## config.mk

```make
export PLATFORM = sky130hd
export DESIGN_NAME = prefetch_fetcher_flat
export DESIGN_NICKNAME = d
export VERILOG_FILES = /design/src/rtl/gpu_pkg.sv /design/src/rtl/prefetch_fetcher_if.sv /design/src/rtl/fetch_queue.sv /design/src/rtl/prefetch_fetcher.sv /design/src/flat_wrapper.sv
export SDC_FILE = /design/constraint.sdc
export NUM_CORES = 1
export LEC_CHECK = 0
export CAP_MARGIN = 0
export CORE_ASPECT_RATIO = 1.2
export CORE_UTILIZATION = 45
export CTS_BUF_LIST = sky130_fd_sc_hd__clkbuf_2
export DETAILED_ROUTE_END_ITERATION = 10
export PLACE_DENSITY_LB_ADDON = 0.2
export SLEW_MARGIN = 0
export SYNTH_ARGS = -nofsm -noshare
export SYNTH_HDL_FRONTEND = slang
export SYNTH_SLANG_ARGS = --single-unit
```

## constraint.sdc

```tcl
create_clock -name clk -period 4.5 [get_ports clk]
set_clock_uncertainty 0.15 [all_clocks]
set_input_delay 0.675 -clock clk [delete_from_list [all_inputs] [get_ports clk]]
set_output_delay 0.675 -clock clk [all_outputs]
set_load 0.02 [all_outputs]
```

## src/rtl/gpu_pkg.sv

```systemverilog
// Shared definitions for the instruction prefetch fetcher.
//   - default width/depth constants used as parameter defaults
//   - fetcher FSM state encoding
package gpu_pkg;

   localparam int DEFAULT_ADDRESS_BITS = 8;
   localparam int DEFAULT_DRAWER_BITS  = 16;
   localparam int DEFAULT_DEPTH        = 4;

   typedef enum logic [1:0] {
      FETCH_IDLE    = 2'd0,
      FETCH_REQUEST = 2'd1,
      FETCH_DISCARD = 2'd2
   } fetch_state_e;

endpackage

```

## src/rtl/prefetch_fetcher_if.sv

```systemverilog
// Program-memory read bus between the prefetch fetcher and instruction memory.
// One request is outstanding at a time: the requester holds mem_read_valid and
// mem_read_address stable until the responder pulses mem_read_ready with data.
//   master (fetcher): drives mem_read_valid, mem_read_address; takes ready/data
//   slave  (memory) : takes mem_read_valid, mem_read_address; drives ready/data
interface prefetch_fetcher_if #(
   parameter int ADDRESS_BITS = gpu_pkg::DEFAULT_ADDRESS_BITS,
   parameter int DRAWER_BITS  = gpu_pkg::DEFAULT_DRAWER_BITS
) ();

   logic                    mem_read_valid;
   logic [ADDRESS_BITS-1:0] mem_read_address;
   logic                    mem_read_ready;
   logic [DRAWER_BITS-1:0]  mem_read_data;

   modport master (
      output mem_read_valid,
      output mem_read_address,
      input  mem_read_ready,
      input  mem_read_data
   );

   modport slave (
      input  mem_read_valid,
      input  mem_read_address,
      output mem_read_ready,
      output mem_read_data
   );

endinterface

```

## src/rtl/fetch_queue.sv

```systemverilog
// Circular FIFO holding fetched {instruction, pc} words.
//   clk, reset   : clock, asynchronous active-high reset
//   push_i       : write push_data_i at the tail (ignored when full)
//   pop_i        : advance the head (ignored when empty)
//   flush_i      : empty the queue; takes priority over push/pop
//   head_o       : word at the head (contents undefined when empty)
//   count_o      : number of stored words, 0..DEPTH
module fetch_queue
   import gpu_pkg::*;
#(
   parameter int WIDTH = DEFAULT_DRAWER_BITS + DEFAULT_ADDRESS_BITS,
   parameter int DEPTH = DEFAULT_DEPTH
) (
   input  logic                       clk,
   input  logic                       reset,
   input  logic                       push_i,
   input  logic [WIDTH-1:0]           push_data_i,
   input  logic                       pop_i,
   input  logic                       flush_i,
   output logic [WIDTH-1:0]           head_o,
   output logic [$clog2(DEPTH):0]     count_o
);

   localparam int PW = $clog2(DEPTH);
   localparam int CW = PW + 1;

   logic [WIDTH-1:0] store_q [DEPTH];
   logic [PW-1:0]    head_q, tail_q;
   logic [CW-1:0]    count_q;
   logic             do_push, do_pop;

   assign do_push = push_i && !flush_i && (count_q != CW'(DEPTH));
   assign do_pop  = pop_i  && !flush_i && (count_q != '0);

   // Pointers wrap naturally because DEPTH is a power of two.
   always_ff @(posedge clk or posedge reset) begin
      if (reset) begin
         head_q  <= '0;
         tail_q  <= '0;
         count_q <= '0;
      end else if (flush_i) begin
         head_q  <= '0;
         tail_q  <= '0;
         count_q <= '0;
      end else begin
         if (do_push) tail_q <= tail_q + PW'(1);
         if (do_pop)  head_q <= head_q + PW'(1);
         case ({do_push, do_pop})
            2'b10:   count_q <= count_q + CW'(1);
            2'b01:   count_q <= count_q - CW'(1);
            default: count_q <= count_q;
         endcase
      end
   end

   // Storage needs no reset; count_q gates every read of it.
   always_ff @(posedge clk) begin
      if (do_push) store_q[tail_q] <= push_data_i;
   end

   assign head_o  = store_q[head_q];
   assign count_o = count_q;

endmodule

```

## src/rtl/prefetch_fetcher.sv

```systemverilog
// Instruction prefetcher: issues sequential program-memory reads into a small
// instruction queue, one request outstanding at a time, with branch redirect.
//   clk, reset          : clock, asynchronous active-high reset
//   fetch_enable        : permits new memory requests
//   redirect_valid/_pc  : flush queue and restart fetching at redirect_pc
//   mem_bus (master)    : program-memory read request/response
//   instruction_valid/instruction/instruction_pc : queue head, zero when empty
//   instruction_consume : pop the queue head
// Optional macro PREFETCH_FETCHER_PERF_EN adds perf_fetches / perf_stalls.
//
// state   | meaning
// IDLE    | no request outstanding; may issue at fetch_pc
// REQUEST | request outstanding; response is pushed to the queue
// DISCARD | request outstanding but redirected; response is dropped
module prefetch_fetcher
   import gpu_pkg::*;
#(
   parameter int ADDRESS_BITS = DEFAULT_ADDRESS_BITS,
   parameter int DRAWER_BITS  = DEFAULT_DRAWER_BITS,
   parameter int DEPTH        = DEFAULT_DEPTH
) (
   input  logic                    clk,
   input  logic                    reset,
   input  logic                    fetch_enable,
   input  logic                    redirect_valid,
   input  logic [ADDRESS_BITS-1:0] redirect_pc,
   prefetch_fetcher_if.master      mem_bus,
   output logic                    instruction_valid,
   output logic [DRAWER_BITS-1:0]  instruction,
   output logic [ADDRESS_BITS-1:0] instruction_pc,
   input  logic                    instruction_consume
`ifdef PREFETCH_FETCHER_PERF_EN
   ,
   output logic [31:0]             perf_fetches,
   output logic [31:0]             perf_stalls
`endif
);

   localparam int CW = $clog2(DEPTH) + 1;
   localparam int QW = DRAWER_BITS + ADDRESS_BITS;

   localparam logic [1:0] ST_IDLE    = FETCH_IDLE;
   localparam logic [1:0] ST_REQUEST = FETCH_REQUEST;
   localparam logic [1:0] ST_DISCARD = FETCH_DISCARD;

   logic [1:0]              state_q, state_d;
   logic [ADDRESS_BITS-1:0] fetch_pc_q, fetch_pc_d;
   logic [ADDRESS_BITS-1:0] addr_q, addr_d;
   logic                    valid_q, valid_d;
   logic                    push, pop;
   logic [QW-1:0]           head;
   logic [CW-1:0]           count;

   always_comb begin
      state_d    = state_q;
      fetch_pc_d = fetch_pc_q;
      addr_d     = addr_q;
      valid_d    = valid_q;
      push       = 1'b0;
      case (state_q)
         ST_IDLE: begin
            // A late ready with nothing outstanding is ignored here.
            if (redirect_valid) begin
               fetch_pc_d = redirect_pc;
            end else if (fetch_enable && (count < CW'(DEPTH))) begin
               valid_d = 1'b1;
               addr_d  = fetch_pc_q;
               state_d = ST_REQUEST;
            end
         end
         ST_REQUEST: begin
            if (mem_bus.mem_read_ready) begin
               valid_d = 1'b0;
               state_d = ST_IDLE;
               if (redirect_valid) begin
                  fetch_pc_d = redirect_pc;
               end else begin
                  push       = 1'b1;
                  fetch_pc_d = fetch_pc_q + ADDRESS_BITS'(1);
               end
            end else if (redirect_valid) begin
               fetch_pc_d = redirect_pc;
               state_d    = ST_DISCARD;
            end
         end
         ST_DISCARD: begin
            if (redirect_valid) fetch_pc_d = redirect_pc;
            if (mem_bus.mem_read_ready) begin
               valid_d = 1'b0;
               state_d = ST_IDLE;
            end
         end
         default: begin
            valid_d = 1'b0;
            state_d = ST_IDLE;
         end
      endcase
   end

   always_ff @(posedge clk or posedge reset) begin
      if (reset) begin
         state_q    <= ST_IDLE;
         fetch_pc_q <= '0;
         addr_q     <= '0;
         valid_q    <= 1'b0;
      end else begin
         state_q    <= state_d;
         fetch_pc_q <= fetch_pc_d;
         addr_q     <= addr_d;
         valid_q    <= valid_d;
      end
   end

   assign mem_bus.mem_read_valid   = valid_q;
   assign mem_bus.mem_read_address = addr_q;

   // A redirect flushes, so any consume in that cycle is moot.
   assign pop = instruction_consume && !redirect_valid;

   fetch_queue #(
      .WIDTH (QW),
      .DEPTH (DEPTH)
   ) u_queue (
      .clk         (clk),
      .reset       (reset),
      .push_i      (push),
      .push_data_i ({mem_bus.mem_read_data, addr_q}),
      .pop_i       (pop),
      .flush_i     (redirect_valid),
      .head_o      (head),
      .count_o     (count)
   );

   assign instruction_valid = (count != '0);
   assign instruction       = instruction_valid ? head[ADDRESS_BITS +: DRAWER_BITS] : '0;
   assign instruction_pc    = instruction_valid ? head[ADDRESS_BITS-1:0] : '0;

`ifdef PREFETCH_FETCHER_PERF_EN
   logic [31:0] perf_fetches_q, perf_stalls_q;
   logic [CW:0] occupancy;
   logic        stall;

   // Stall: fetching wanted but queue plus the in-flight slot is full.
   assign occupancy = {1'b0, count} + (CW+1)'(state_q != ST_IDLE);
   assign stall     = fetch_enable && (occupancy == (CW+1)'(DEPTH));

   always_ff @(posedge clk or posedge reset) begin
      if (reset) begin
         perf_fetches_q <= '0;
         perf_stalls_q  <= '0;
      end else begin
         if (push && (perf_fetches_q != '1)) perf_fetches_q <= perf_fetches_q + 32'd1;
         if (stall && (perf_stalls_q != '1)) perf_stalls_q <= perf_stalls_q + 32'd1;
      end
   end

   assign perf_fetches = perf_fetches_q;
   assign perf_stalls  = perf_stalls_q;
`endif

endmodule

```

## src/flat_wrapper.sv

```systemverilog
// flat-port wrapper written by rule: the top's interface ports become plain ports
module prefetch_fetcher_flat import gpu_pkg::*;
#(
   parameter int ADDRESS_BITS = DEFAULT_ADDRESS_BITS,
   parameter int DRAWER_BITS  = DEFAULT_DRAWER_BITS,
   parameter int DEPTH        = DEFAULT_DEPTH
)
  (clk, reset, fetch_enable, redirect_valid, redirect_pc, instruction_valid, instruction, instruction_pc, instruction_consume, mem_bus_mem_read_valid, mem_bus_mem_read_address, mem_bus_mem_read_ready, mem_bus_mem_read_data);
  prefetch_fetcher_if #(.ADDRESS_BITS(ADDRESS_BITS), .DRAWER_BITS(DRAWER_BITS)) mem_bus_i ();
  input  logic clk;
  input  logic reset;
  input  logic fetch_enable;
  input  logic redirect_valid;
  input  logic [ADDRESS_BITS-1:0] redirect_pc;
  output logic instruction_valid;
  output logic [DRAWER_BITS-1:0] instruction;
  output logic [ADDRESS_BITS-1:0] instruction_pc;
  input  logic instruction_consume;
  output wire logic [$bits(mem_bus_i.mem_read_valid)-1:0] mem_bus_mem_read_valid;
  output wire logic [$bits(mem_bus_i.mem_read_address)-1:0] mem_bus_mem_read_address;
  input wire logic [$bits(mem_bus_i.mem_read_ready)-1:0] mem_bus_mem_read_ready;
  input wire logic [$bits(mem_bus_i.mem_read_data)-1:0] mem_bus_mem_read_data;
  assign mem_bus_mem_read_valid = mem_bus_i.mem_read_valid;
  assign mem_bus_mem_read_address = mem_bus_i.mem_read_address;
  assign mem_bus_i.mem_read_ready = mem_bus_mem_read_ready;
  assign mem_bus_i.mem_read_data = mem_bus_mem_read_data;
  prefetch_fetcher #(.ADDRESS_BITS(ADDRESS_BITS), .DRAWER_BITS(DRAWER_BITS), .DEPTH(DEPTH)) u_core (.clk(clk), .reset(reset), .fetch_enable(fetch_enable), .redirect_valid(redirect_valid), .redirect_pc(redirect_pc), .mem_bus(mem_bus_i), .instruction_valid(instruction_valid), .instruction(instruction), .instruction_pc(instruction_pc), .instruction_consume(instruction_consume));
endmodule
```

==> results of run 1 <==
logic make-up after synthesis:
logic type | count (synthesis) | synth area share
flip-flops | 122 | 0.678
AND/OR/NAND/NOR | 82 | 0.0866
AO/OA/AOI/OAI | 40 | 0.0533
multiplexers | 37 | 0.131
buffers and inverters | 28 | 0.0228
adder cells (fa/ha/maj) | 10 | 0.0254
XOR/XNOR | 2 | 0.00336
worst paths after layout:
kind	from	to	slack, ns	cells past startpoint
min reg2reg	u_core.mem_bus.mem_read_valid	u_core.mem_bus.mem_read_valid	0.36	1
min	u_core.mem_bus.mem_read_valid	u_core.mem_bus.mem_read_valid	0.36	1
max reg2reg	u_core.u_queue.count_o[2]	u_core.u_queue.count_o[1]	1.29	8
max	u_core.u_queue.head_q[0]	instruction_pc[6]	0.70	3
min in group asynchronous	reset	u_core.u_queue.count_o[2]	0.39	2
max in group asynchronous	reset	u_core.u_queue.head_q[0]	3.15	2
through the flow:
stage / total power [uW] / hold slack [ns] / cells / cell area [um^2] / setup WS (ns)
after global routing: 3690 / 0.401 / 559 / 6300 / 0.455
final: 3490 / 0.364 / 559 / 6300 / 0.699
after detailed placement: 2730 / 0.331 / 527 / 6010 / 1.03
after global placement: 2700 / 0.332 / 527 / 6010 / 1.09
after floorplan: 2250 / 0.320 / 321 / 5210 / 1.73
after CTS: 3540 / 0.370 / 559 / 6300 / 0.534
per-layer routing:
| metal | wire length [um] | global-route usage |
|---|---|---|
| met1 | 4080 | 0.215 |
| met2 | 4680 | 0.272 |
| met3 | 521 | 0.0612 |
| met4 | 119 | 0.0679 |
| met5 | 0 | 0 |
power groups by stage:
stage	logic, uW	clock network [uW]	registers (uW)
after CTS	1150	835	1560
after detailed placement	1150	0	1580
final	1140	809	1550
after global placement	1130	0	1570
after global routing	1230	881	1580
after floorplan	723	0	1530
worst register-to-register path, stage by stage, from the launching register on:
cell and delay [ns]:
dfrtp_1 0.55, or3_1 0.79, nand2_1 0.23, nor3_1 0.22
fa_1 0.50, nor2b_1 0.16, a311oi_1 0.26, o31ai_1 0.11
o2bb2ai_1 0.13
flip-flops by register name (all words and copies together) (netlist names):
signal,flops
u_core.state_q,2
u_core.u_queue.store_q,96
u_core.u_queue.count_o,3
u_core.u_queue.tail_q,2
u_core.fetch_pc_q,8
u_core.mem_bus.mem_read_valid,1
u_core.u_queue.head_q,2
u_core.mem_bus.mem_read_address,8
cells in the mapped netlist, drive strengths merged:
master    n  share of area
a21boi    1         0.0014
a21oi     9         0.0094
a22oi     3         0.0043
a311oi    1         0.0017
a31oi     4         0.0048
and2     28          0.034
and2b     2         0.0029
and3      1         0.0012
and3b     1         0.0017
and4bb    1         0.0024
buf       8         0.0084
clkbuf    9         0.0065
clkinv    1        0.00072
dfrtp    26           0.12
edfxtp   96           0.55
fa        1         0.0038
ha        9          0.022
inv      10         0.0072
mux2      9          0.019
mux2i     4         0.0077
mux4     24           0.10
nand2    10         0.0072
nand2b    1         0.0012
nand3    11          0.011
nand3b    1         0.0014
nand4     1         0.0012
nor2     13         0.0098
nor2b     3         0.0036
nor3      6         0.0058
nor4      1         0.0012
o2111ai   1         0.0017
o211ai    2         0.0029
o21ai     4         0.0038
o21bai    2         0.0029
o22a      5         0.0084
o22ai     1         0.0012
o2bb2ai   2         0.0034
o311ai    1         0.0017
o31ai     4         0.0058
or3       1         0.0012
or3b      1         0.0017
xor2      2         0.0034
layout make-up:
type / count / area share
clock buffers: 19 / 0.0151
clock inverters: 13 / 0.0320
inverters: 11 / 0.00655
multi-input cells: 171 / 0.248
flip-flops and latches: 122 / 0.561
well taps: 154 / 0.0306
repair buffers: 69 / 0.107
==> impl_metrics.ini, run 1 <==
[worst_setup_path]
path_class = reg -> out
slowest_stage = dfrtp_2
cp-end-kind = output pin
cp_num_buf_inv = 1
crit_path_max_incr_delay_ns = 1.01
worstPathCellList = mux4_2 > and2_1 > clkdlybuf4s50_1
crit_path_max_fanout = 26
critPathRequiredTime_ns = 3.67
cp-start-kind = flop
crit_arrival_ns = 2.98
crit_family = flip-flops

[run_status]
status = finished clean

[logic_synthesis]
ys_ff_latch = 122
netlist_instances = 321
synth.cell_area_um2 = 5210
syn-num-nets = 361
ys_seq_area_frac = 0.678
synth.distinct_cells = 46
yosys_warnings = 0
syn_area_per_cell_um2 = 16.2

[sta]
post-route-period-util = 0.845
period_needed_ns = 3.80
slew_headroom = 0.341
tightest_slew_ns = 0.988
setup_viol = 0
drv_slew = 0
hold_viol = 0
timing.setup.tns_ns = 0
fmax_mhz = 263
rsz0062_at_grt = no

[clock_network]
clock-sinks = 122
cts-htree-levels = 4
cts-hold-fix-buffers = 0
cts.clk_slew.worst_paths_ns = 0.17
clockBufferDepth = 2
post_cts_buffers = 0
cts_tree = done
numCtsBuffers = 17
ctsResizeCount = 0
cts_root_buf = clkbuf_2
clock_latency_ns = 0.63

[power]
power.switching_uw = 1110
p_leak_uw = 0.00220
pwr-share-clk = 0.231
vdd_drop_max_uv = 219
switching_share = 0.317
p_int_uw = 2390
combPwrFrac = 0.325
p_seq_frac = 0.443
power.density_nw_per_um2 = 554

[cells_and_area]
final_common_cell = edfxtp_1
final_cell_mix = edfxtp_1 (96), clkdlybuf4s50_1 (63), and2_1 (28)
final_layout_size_suffix_gt1_frac = 0.183
syn_to_final_growth_pct = 20.9
multi_input_area_um2 = 1560
final_nets = 432
antenna_cells = 0
nFillCells = 944
seqCellArea_um2 = 3530
postLayoutCoreUtil = 0.566

[placed_design]
place.gp.congestion = 0.823
io_buffer_count = 63
hpwl_um = 5710

[routing]
routedWlPerCell_um = 16.8
wl_um = 9400
drt_iter0_drc = 118
routed_via_density = 5.26
postRouteAntennaNets = 0
dr.pass1.iters = 4
vias = 2940
drc_errors = 0

[global_routing]
grt_first_pass_wirelength_um = 15100
grt_start_max_net_pins = 29
gr-total-overflow = 0
antenna_found_initial = 0
track_usage = 0.172
grt_pass1_vias = 2960

[die]
die_w_um = 100
initial_utilization = 0.468
rows = 42
core-area_um2 = 11100
dieArea_um2 = 12000
die_h_um = 120
io_pins = 64

[worst_hold_path]
min_path_type = reg -> reg

[run]
timing.max_cap.violations = 0
(Power assumes the default switching activity.)
==> run 2, diff against run 1 <==
- clock period: 4.5 -> 3.9 ns (I/O delays scaled with it)
==> run 2 against run 1 <==
  * Critical path depth stayed put
  * Worst setup slack got worse by 0.35 ns
  * Largest cell class unchanged
  * Critical path type unchanged
  * Flip-flop and latch count unchanged
==> impl_metrics.ini, run 2 (synthesized netlist as in run 1, its figures left out) <==
[run_status]
status = finished clean

[cells_and_area]
final_nets = 433
largest_reg_flops = 96
final_common_cell = edfxtp_1
final_layout_size_suffix_gt1_frac = 0.180
antenna_cells = 0
syn_to_final_growth_pct = 20.3
final_cell_mix = edfxtp_1 (96), clkdlybuf4s50_1 (63), and2_1 (28)
largest_register = u_core.u_queue.store_q
postLayoutCoreUtil = 0.563

[die]
dieArea_um2 = 12000
die_w_um = 100
io_pins = 64
core-area_um2 = 11100
die_h_um = 120
rows = 42
initial_utilization = 0.468

[run]
timing.max_cap.violations = 0

[clock_network]
cts-htree-levels = 4
cts_tree = done
clockBufferDepth = 2
cts_root_buf = clkbuf_2
clock_latency_ns = 0.64
cts-hold-fix-buffers = 0
ctsResizeCount = 0
clock-sinks = 122
post_cts_buffers = 0
numCtsBuffers = 17
cts.clk_slew.worst_paths_ns = 0.18

[worst_setup_path]
crit_path_max_fanout = 27
critPathRequiredTime_ns = 3.16
crit_family = simple AND/OR/NAND/NOR gates
cp-end-kind = output pin
path_class = reg -> out
crit_path_max_incr_delay_ns = 0.73
worstPathCellList = or3_1 > and2_1 > clkdlybuf4s50_1
slowest_stage = or3_1
cp_num_buf_inv = 1
crit_arrival_ns = 2.81
cp-start-kind = flop

[routing]
dr.pass1.iters = 4
wl_um = 9470
drt_iter0_drc = 105
drc_errors = 0
postRouteAntennaNets = 0
vias = 2978
routedWlPerCell_um = 16.9
routed_via_density = 5.32

[global_routing]
grt_start_max_net_pins = 28
track_usage = 0.175
gr-total-overflow = 0
grt_first_pass_wirelength_um = 15600
grt_pass1_vias = 3084
antenna_found_initial = 0

[sta]
fmax_mhz = 282
drv_slew = 0
setup_viol = 0
rsz0062_at_grt = no
slew_headroom = 0.324
worst_hold_slack_ns = 0.317
timing.setup.tns_ns = 0
post-route-period-util = 0.909
period_needed_ns = 3.55
setup_ws_ns = 0.353
hold_viol = 0
tightest_slew_ns = 1.01

[placed_design]
pre_cts_ws_ns = 0.562
io_buffer_count = 63
hpwl_um = 6020
place.gp.congestion = 0.847

[power]
power.density_nw_per_um2 = 624
p_leak_uw = 0.00218
vdd_drop_max_uv = 274

[worst_hold_path]
min_path_type = in -> async
run 2: path summary, 6_finish.rpt:
kind,cells after the start,startpoint,slack [ns],to
setup / recovery,3,u_core.u_queue.count_o[2],0.35,instruction_pc[0]
hold / removal,2,reset,0.32,u_core.u_queue.count_o[1]
setup reg to reg,8,u_core.u_queue.count_o[2],0.76,u_core.u_queue.count_o[1]
hold reg to reg,1,u_core.mem_bus.mem_read_valid,0.37,u_core.mem_bus.mem_read_valid
max in group asynchronous,2,reset,2.62,u_core.u_queue.head_q[0]
min in group clk,1,u_core.mem_bus.mem_read_valid,0.37,u_core.mem_bus.mem_read_valid
run 2: metrics by stage:
step           total power, uW  instance area (um^2)  cells
3_3_place_gp              3140                  6030    528
3_5_place_dp              3170                  6030    528
2_1_floorplan             2600                  5210    321
6_report                  3920                  6270    560
4_1_cts                   3970                  6270    560
5_1_grt                   4140                  6270    560
run 2: final cells by class:
class | count | area [um^2]
Fill cell | 942 | 4870
Sequential cell | 122 | 3530
Multi-Input combinational cell | 171 | 1560
Timing Repair Buffer | 70 | 696
Tap cell | 154 | 193
Clock inverter | 14 | 155
Clock buffer | 18 | 90.1
Inverter | 11 | 41.3
run 2: report_power, final:
group | switching [uW] | internal (uW)
sequential | 162 | 1580
clock | 447 | 350
combinational | 673 | 702
run 2: metal layers:
metal  share of wire  GRT usage  up-vias
met5               0          0        -
met4          0.0093     0.0725        0
met3           0.051     0.0501        8
met2            0.51      0.292       88
met1            0.43      0.213     1496
li1                -          -     1386
